===== src/rtl/matrix_pkg.sv =====
// Shared types and helpers for the matrix-vector sequencer and its MAC lane.
package matrix_pkg;

  localparam int unsigned N     = 64;
  localparam int unsigned W     = 16;
  localparam int unsigned ACC_W = W + $clog2(N);

  typedef enum logic [1:0] {IDLE, RUN, DRAIN, OUT} stateT;

  // Clamp an unsigned accumulator to its low w bits, all ones on overflow.
  function automatic logic [63:0] satNarrow(input logic [63:0] acc, input int unsigned w);
    logic [63:0] mask;
    mask = (64'd1 << w) - 64'd1;
    return ((acc & ~mask) != 64'd0) ? mask : (acc & mask);
  endfunction

endpackage


===== src/rtl/mac_q_sat.sv =====
// Fixed-point multiply-accumulate lane: upper-half product term, clear/hold, saturated view.
module mac_q_sat #(
  parameter int unsigned W     = 16,
  parameter int unsigned ACC_W = 22
) (
  input  logic         clock,
  input  logic         reset,
  input  logic         clear,
  input  logic         en,
  input  logic [W-1:0] a,
  input  logic [W-1:0] b,
  output logic [W-1:0] sat_c
);

  logic [2*W-1:0]   prod;
  logic [W-1:0]     term;
  logic [ACC_W-1:0] acc;
  logic [ACC_W-1:0] accNext;

  always_comb begin
    prod    = (2*W)'(a) * (2*W)'(b);
    term    = prod[2*W-1:W];
    accNext = acc;
    if (clear) begin
      accNext = '0;
    end else if (en) begin
      accNext = acc + ACC_W'(term);
    end
  end

  always_ff @(posedge clock) begin
    if (!reset) begin
      acc <= '0;
    end else begin
      acc <= accNext;
    end
  end

  // Saturated value of what acc holds after this edge, so a caller can register it in step.
  assign sat_c = W'(matrix_pkg::satNarrow(64'(accNext), W));

endmodule


===== src/rtl/matrix_seq_ctrl.sv =====
// Time-multiplexed matrix-vector product sequencer: streams B row-major through one MAC lane.
module matrix_seq_ctrl #(
  parameter int unsigned N  = matrix_pkg::N,
  parameter int unsigned W  = matrix_pkg::W,
  parameter int unsigned AW = 12
) (
  input  logic                 clock,
  input  logic                 reset,
  input  logic                 start,
  input  logic [N*W-1:0]       vec_a,
  output logic                 busy,
  output logic                 done,
  output logic                 mem_rd,
  output logic [AW-1:0]        mem_addr,
  input  logic [W-1:0]         mem_rdata,
  output logic                 res_valid,
  input  logic                 res_ready,
  output logic [$clog2(N)-1:0] res_idx,
  output logic [W-1:0]         res_data
);

  import matrix_pkg::stateT;
  import matrix_pkg::IDLE;
  import matrix_pkg::RUN;
  import matrix_pkg::DRAIN;
  import matrix_pkg::OUT;

  localparam int unsigned LOGN  = $clog2(N);
  localparam int unsigned ACC_W = W + LOGN;

  stateT            state, stateNext;
  logic [LOGN-1:0]  row, rowNext;
  logic [LOGN-1:0]  col, colNext;
  logic [LOGN-1:0]  colD;
  logic [N*W-1:0]   vecA, vecANext;
  logic             rdValid;
  logic             accClear;
  logic [W-1:0]     aSel;
  logic [W-1:0]     sat_c;

  logic             busyNext, doneNext, memRdNext, resValidNext;
  logic [AW-1:0]    memAddrNext;
  logic [LOGN-1:0]  resIdxNext;
  logic [W-1:0]     resDataNext;

  // Read data lands one cycle after the strobe; colD pairs it with its vector element.
  assign aSel = vecA[colD*W +: W];

  mac_q_sat #(.W(W), .ACC_W(ACC_W)) macLane (
    .clock (clock),
    .reset (reset),
    .clear (accClear),
    .en    (rdValid),
    .a     (aSel),
    .b     (mem_rdata),
    .sat_c (sat_c)
  );

  always_ff @(posedge clock) begin
    if (!reset) begin
      state     <= IDLE;
      row       <= '0;
      col       <= '0;
      colD      <= '0;
      vecA      <= '0;
      rdValid   <= 1'b0;
      busy      <= 1'b0;
      done      <= 1'b0;
      mem_rd    <= 1'b0;
      mem_addr  <= '0;
      res_valid <= 1'b0;
      res_idx   <= '0;
      res_data  <= '0;
    end else begin
      state     <= stateNext;
      row       <= rowNext;
      col       <= colNext;
      colD      <= col;
      vecA      <= vecANext;
      rdValid   <= (state == RUN);
      busy      <= busyNext;
      done      <= doneNext;
      mem_rd    <= memRdNext;
      mem_addr  <= memAddrNext;
      res_valid <= resValidNext;
      res_idx   <= resIdxNext;
      res_data  <= resDataNext;
    end
  end

  always_comb begin
    stateNext = state;
    rowNext   = row;
    colNext   = col;
    vecANext  = vecA;
    accClear  = 1'b0;
    doneNext  = 1'b0;

    case (state)
      IDLE: begin
        if (start) begin
          vecANext  = vec_a;
          rowNext   = '0;
          colNext   = '0;
          accClear  = 1'b1;
          stateNext = RUN;
        end
      end
      RUN: begin
        if (col == LOGN'(N - 1)) begin
          stateNext = DRAIN;
        end else begin
          colNext = col + 1'b1;
        end
      end
      DRAIN: begin
        stateNext = OUT;
      end
      OUT: begin
        if (res_ready) begin
          if (row == LOGN'(N - 1)) begin
            doneNext  = 1'b1;
            stateNext = IDLE;
          end else begin
            rowNext   = row + 1'b1;
            colNext   = '0;
            accClear  = 1'b1;
            stateNext = RUN;
          end
        end
      end
      default: begin
        stateNext = IDLE;
      end
    endcase

    // Outputs are registered, so they are decoded from the state being entered.
    busyNext     = (stateNext != IDLE);
    memRdNext    = (stateNext == RUN);
    memAddrNext  = memRdNext ? AW'({rowNext, colNext}) : '0;
    resValidNext = (stateNext == OUT);
    resIdxNext   = resValidNext ? rowNext : '0;
    resDataNext  = resValidNext ? sat_c : '0;
  end

endmodule

===== config.mk =====
export PLATFORM = sky130hd
export DESIGN_NAME = matrix_seq_ctrl
export DESIGN_NICKNAME = d
export VERILOG_FILES = /design/src/rtl/matrix_pkg.sv /design/src/rtl/mac_q_sat.sv /design/src/rtl/matrix_seq_ctrl.sv
export SDC_FILE = /design/constraint.sdc
export NUM_CORES = 2
export LEC_CHECK = 0
export CAP_MARGIN = 20
export CORE_AREA = 2 2 423 425
export DETAILED_ROUTE_END_ITERATION = 12
export DIE_AREA = 0 0 425 427
export PLACE_DENSITY_LB_ADDON = 0.08
export SLEW_MARGIN = 20
export SYNTH_ARGS = -nofsm -noshare
export SYNTH_HDL_FRONTEND = slang
export SYNTH_SLANG_ARGS = --single-unit

===== constraint.sdc =====
create_clock -name clock -period 13.15 [get_ports clock]
set_input_delay 1.9725 -clock clock [delete_from_list [all_inputs] [get_ports clock]]
set_output_delay 1.9725 -clock clock [all_outputs]
set_load 0.01 [all_outputs]

* After elaboration in Yosys (flattened, before gate mapping)
Index checks and enable logic that the tools add are counted.
Operators by class: $add $sub $neg 3, $mul 1, equality and inequality tests 7, shift operators 1, multiplexer cells 22, reduce and logical (&&, ||, !) cells 7
Operator list (number):
- indexed part select 1024 x 11 -> 16 bit | 1
- nonzero test 64 bit | 1
- two-way mux 22 bit | 2
- two-way mux 6 bit | 7
- multiplier 16 x 16 -> 32 bit | 1
- adder 22 x 16 -> 22 bit | 1
- one-hot mux 6 bit (3 select lines) | 1
- two-way mux 16 bit | 1
- adder 6 x 1 -> 6 bit, second input constant | 2
- equality test 6 bit, second input constant | 2
- one-hot mux 6 bit (2 select lines) | 1
- one-hot mux 2 bit (4 select lines) | 1
- equality test 2 bit, second input constant | 3
- two-way mux 2 bit | 3
- AND reduction 2 bit | 3
- two-way mux 1 bit | 5
- equality test 2 x 1 -> 1 bit, second input constant | 2
- AND reduction 3 bit | 1
- zero test 2 bit | 1
- one-hot mux 1 bit (2 select lines) | 1
- nonzero test 2 bit | 1
Storage, ports and cells: flip-flop bits (word level) 1105, input port bits 1044, output and inout bits 38

* Longest topological paths before layout
depth in word-level cells 7, gate-level depth with buffers 41, mapped depth without buffers 38

* Hierarchy
Synthesis repeated with hierarchy kept, for this count alone.
Second synthesis, totals: cells, all modules 6353, area total of the unflattened synthesis 54783.8 um^2
By module, submodules not included:
- matrix_seq_ctrl | times used 1, cells an instance 5218, area each 44880.5 um^2, sequential area each 21680.8 um^2
- mac_q_sat | times used 1, cells an instance 1135, area each 9903.2 um^2, sequential area each 440.4 um^2

* Worst setup path before layout
Ideal clock, no wire load.
path kind register to register, from register colD[1], to register res_data[14], library setup time 135 ps, arrival time 9902 ps, required time 13015 ps, path slack 3113 ps, stages on the path, launching flop included 38, buffers on the path 4, period minus slack after synthesis 10037 ps, cell sequence dfxtp_1 buf_4 buf_4 buf_2 buf_1 mux4_2 mux4_2 mux4_2 and2_1 fa_1 inv_1 fa_1 fa_1 inv_1 fa_1 fa_1 inv_1 fa_1 [... 2 more ...] a21o_1 a21oi_1 nor2b_1 a311oi_1 nand2_1 a311oi_1 o211ai_1 a21oi_1 xnor2_1 ha_1 a21o_1 a221o_1 o21bai_1 a31o_2 a211oi_1 o311ai_1 a21oi_1 a211oi_1
On the way: word-level cells in the longest chain between the ends 7
Ends and longest elaborated chain:
- start: declaration | line matrix_seq_ctrl.sv:34 | logic [LOGN-1:0] colD;
- start signal: assignment | line matrix_seq_ctrl.sv:78 | colD <= col;
- indexed part select 1024 x 11 -> 16 bit * | line matrix_seq_ctrl.sv:47 | assign aSel = vecA[colD*W +: W];
- multiplier 16 x 16 -> 32 bit * | line mac_q_sat.sv:21 | prod = (2*W)'(a) * (2*W)'(b);
- adder 22 x 16 -> 22 bit * | line mac_q_sat.sv:27 | accNext = acc + ACC_W'(term);
- two-way mux 22 bit * | line mac_q_sat.sv:26 | end else if (en) begin
- two-way mux 22 bit * | line mac_q_sat.sv:24 | if (clear) begin
- nonzero test 64 bit | line matrix_pkg.sv:14 | return ((acc & ~mask) != 64'd0) ? mask : (acc & mask);
- two-way mux 16 bit * | line matrix_pkg.sv:14
- end signal: assignment | line matrix_seq_ctrl.sv:87 | res_data <= resDataNext;
- end: declaration | line matrix_seq_ctrl.sv:19 | output logic [W-1:0] res_data
Mark *: on every way between the ends. The rest lies on a longest branch, timed or not. A chain may end at the register's enable or synchronous reset.

* Worst setup path in the final report
from register colD[0], to register res_data[4]
Same word-level chain as after synthesis.

==> summary.md <==
| Metric | Value |
|---|---|
| Number of global-route vias before repair | 48.5k |
| Switching Fraction | between 30% and 40% |
| Crit path launch | colD[0] |
| First-pass GRT wire length | ~360 mm |
| Avg Vias per Cell | about 5 |
| Die height | 427 um |
| P per Cell Area | 138 mW/mm2 |
| Area leader, netlist | dfxtp_1 |
| Die area | between 0.15 and 0.2 mm2 |
| Clock transition at path regs | 0.06 ns |
| Slew of the pin with the lowest slew margin | 1.12 ns |
| Yosys cell types | 68 |
| Hpwl dp | 199 mm |
| Final WL | approximately 260 mm |
| Final nets | 8437 |
| Data arrival, critical path | 12.01 ns |
| GP Congestion | 0.885 |
| Post-synth top cells | nand2_1, dfxtp_1, a21oi_1, clkbuf_1, mux4_2 |
| Final Max Slew Viols | 0 |
| Yosys top cell area share | 40.4% |
| Initial Util | a little under a third |
| Max-cap violations | 0 |
| IO Port Bufs | 1081 |
| Most frequent cell after synthesis | nand2_1 |
| Synth Flop Type | dfxtp_1 |
| Remaining DRCs | 0 |
| CTS tree | done |
| Final setup viols | 0 |
| WS Path Type | reg2reg |
| Synthesis-to-layout area growth | 31.3% |
| Status | complete, no violations |
| Slew HR | roughly 25% |
| Hold WC Path Type | reg2reg |
| Fin Setup TNS | 0 ns |
| Crit path max fanout | 32 |
| Num ports | 1082 |
| Crit end category | register |
| Worst Path Required | 13.80 ns |
| Hold path start | vecA[942] |
| Yosys Warn Count | 0 |
| Postcts setup bufs | 0 |
| Number of CTS-inserted buffers | ~130 |
| CP Launch Type | register |
| Drt wl/cell | 26.9 um |
| IR Drop Worst-Case VDD | between 0.00009 and 0.0001 V |
| Slowest cell on the critical path | mux4_2 |
| Ys async rst share | 0% |
| # H-tree levels | 4 |
| Flops & latches, synth | 1105 |
| FP Rows | 155 |
| Sink Count | 1105 |
| Clock Tree Buf Depth | 3 |
| Initial antenna violation count | 87 |
| Cells after Synth | 6262 |
| FF-to-FF Start | colD[0] |
| Synthesized Nets | 7624 |
| Tot GR Track Use | 27.6% |
| Largest net degree at the start of global routing | 214 |
| Share of power burned in registers | ~38% |
| Fraction of final layout cells sized beyond drive strength 1 | 8.57% |
| Root Buffer | clkbuf_16 |
| Synth Cell Area | 0.0548 mm2 |
| Worst-Skew Late Latency | 0.80 ns |
| Tot Pwr | 9920 uW |
| Largest cells by area after synthesis | dfxtp_1, nand2_1, mux4_2 |
| Crit path time final | 11.36 ns |
| Crit path top cell by count | fa_1 |
| Final cycle utilization of the critical path | between 80% and 90% |
| Sequential fraction of the synthesis area | between 40% and 50% |
| Gr ovfl total | 0 |
| DR vias | 49.2k |
| Cts repair resizes | 0 |
| Clock power share | a little under 40% |
| Post-synth EDFFs | 0 |
| Sw Pwr | 3050 uW |
| Avg Cell Area, Syn | between 8 and 9 um2 |
| Drt first-iter violations | 4518 |
| P_leak | 0.0272 uW |
| Combinational share of power | 23.0% |
| Core ar. | 0.177 mm2 |
| Post-route ant nets | 0 |
| Internal Pwr Total | between 6000 and 7000 uW |
| Die width | between 400 and 500 um |
| CP max stage delay | 0.74 ns |
| Hold buffer count at cts | 0 |
| RSZ-0062 raised after global routing | false |
| Final Hold Vio Count | 0 |
| Final Skew | 0.0279 ns |
| 1st-pass router iterations | 5 |
| Fmax | between 80 and 90 MHz |
-- metal layers --
layer  global-route usage [%]  vias to the layer above  wire (um)
li1                         -                    22500          -
met1                     36.0                    24700     110000
met2                     45.9                     1610     125000
met3                     4.24                      373      13100
met4                     10.2                       22       9570
met5                        0                        -        136
-- through the flow --
stage | setup slack [ns] | std cells | hold WS [ns] | util, % | instance area, um2
2_1_floorplan | 3.11 | 6262 | 0.432 | - | 54800
3_3_place_gp | 1.85 | 9294 | 0.439 | 37.9 | 67200
3_5_place_dp | 1.76 | 9294 | 0.443 | 37.9 | 67200
4_1_cts | 1.73 | 9530 | 0.451 | 40.5 | 71800
5_1_grt | 1.10 | 9563 | 0.468 | 40.6 | 71900
6_report | 1.79 | 9585 | 0.450 | 40.6 | 72000
-- cell families after synthesis --
family / share of synthesized area, %
DFF: 40.4
muxes: 13.8
AOI/OAI and AO/OA: 11.7
adders and majority gates: 9.92
and+or+nand+nor: 18.3
xor gates and xnor gates: 0.543
buffers and inverters: 5.31
-- worst max-delay path, delay by kind of cell, from the launching register on --
family	cells	cell delay [ns]
mux	3	1.96
flops	1	0.55
compound gates	11	3.07
xor+xnor	1	0.14
fa+ha+maj	8	3.58
buf+inv	5	0.79
simple gates	4	1.06
-- registers in the layout (all words and copies together) (netlist names), 2 cells and up --
signal       cells
col              6
colD             6
macLane.acc     22
mem_addr        12
res_data        16
res_idx          6
row              6
state            2
vecA          1024
-- path summary, 6_finish.rpt --
path                       to  slack (ns)  depth (start not counted)
setup / recovery  res_data[4]        1.79                         32
setup reg to reg  res_data[4]        1.79                         32
hold reg to reg     vecA[942]        0.45                          2
hold / removal      vecA[942]        0.45                          2
-- power groups by stage --
| stage | Sequential (uW) | Clock (uW) | Combinational [uW] |
|---|---|---|---|
| 2_1_floorplan | 3730 | 0 | 1360 |
| 5_1_grt | 3770 | 4100 | 2500 |
| 3_3_place_gp | 3810 | 0 | 2260 |
| 4_1_cts | 3740 | 3970 | 2280 |
| 6_report | 3750 | 3900 | 2280 |
| 3_5_place_dp | 3810 | 0 | 2270 |
-- placed cells by master (no fill, tap or decap), types with 17 or more instances in the layout --
cell	count
diode_2	55
ha_1	124
nand2_1	2215
dfxtp_1	1100
o21ai_0	29
xnor2_1	22
clkbuf_16	137
nor2_1	62
a21o_1	23
clkbuf_1	29
and3_1	17
inv_1	245
nor2b_1	24
a21oi_1	1082
clkdlybuf4s50_1	1081
and2_1	128
mux2i_1	30
fa_1	194
mux4_2	315
clkbuf_8	30
buf_4	45
-- cell type report --
type,count,area [um2]
Fill cell,18000,105000
Multi-Input combinational cell,4448,29800
Sequential cell,1105,22100
Timing Repair Buffer,1140,11400
Clock buffer,196,3950
Tap cell,2355,2950
Inverter,246,931
Clock inverter,40,643
Antenna cell,55,138
No activity file was read; power rests on OpenSTA's default activity.
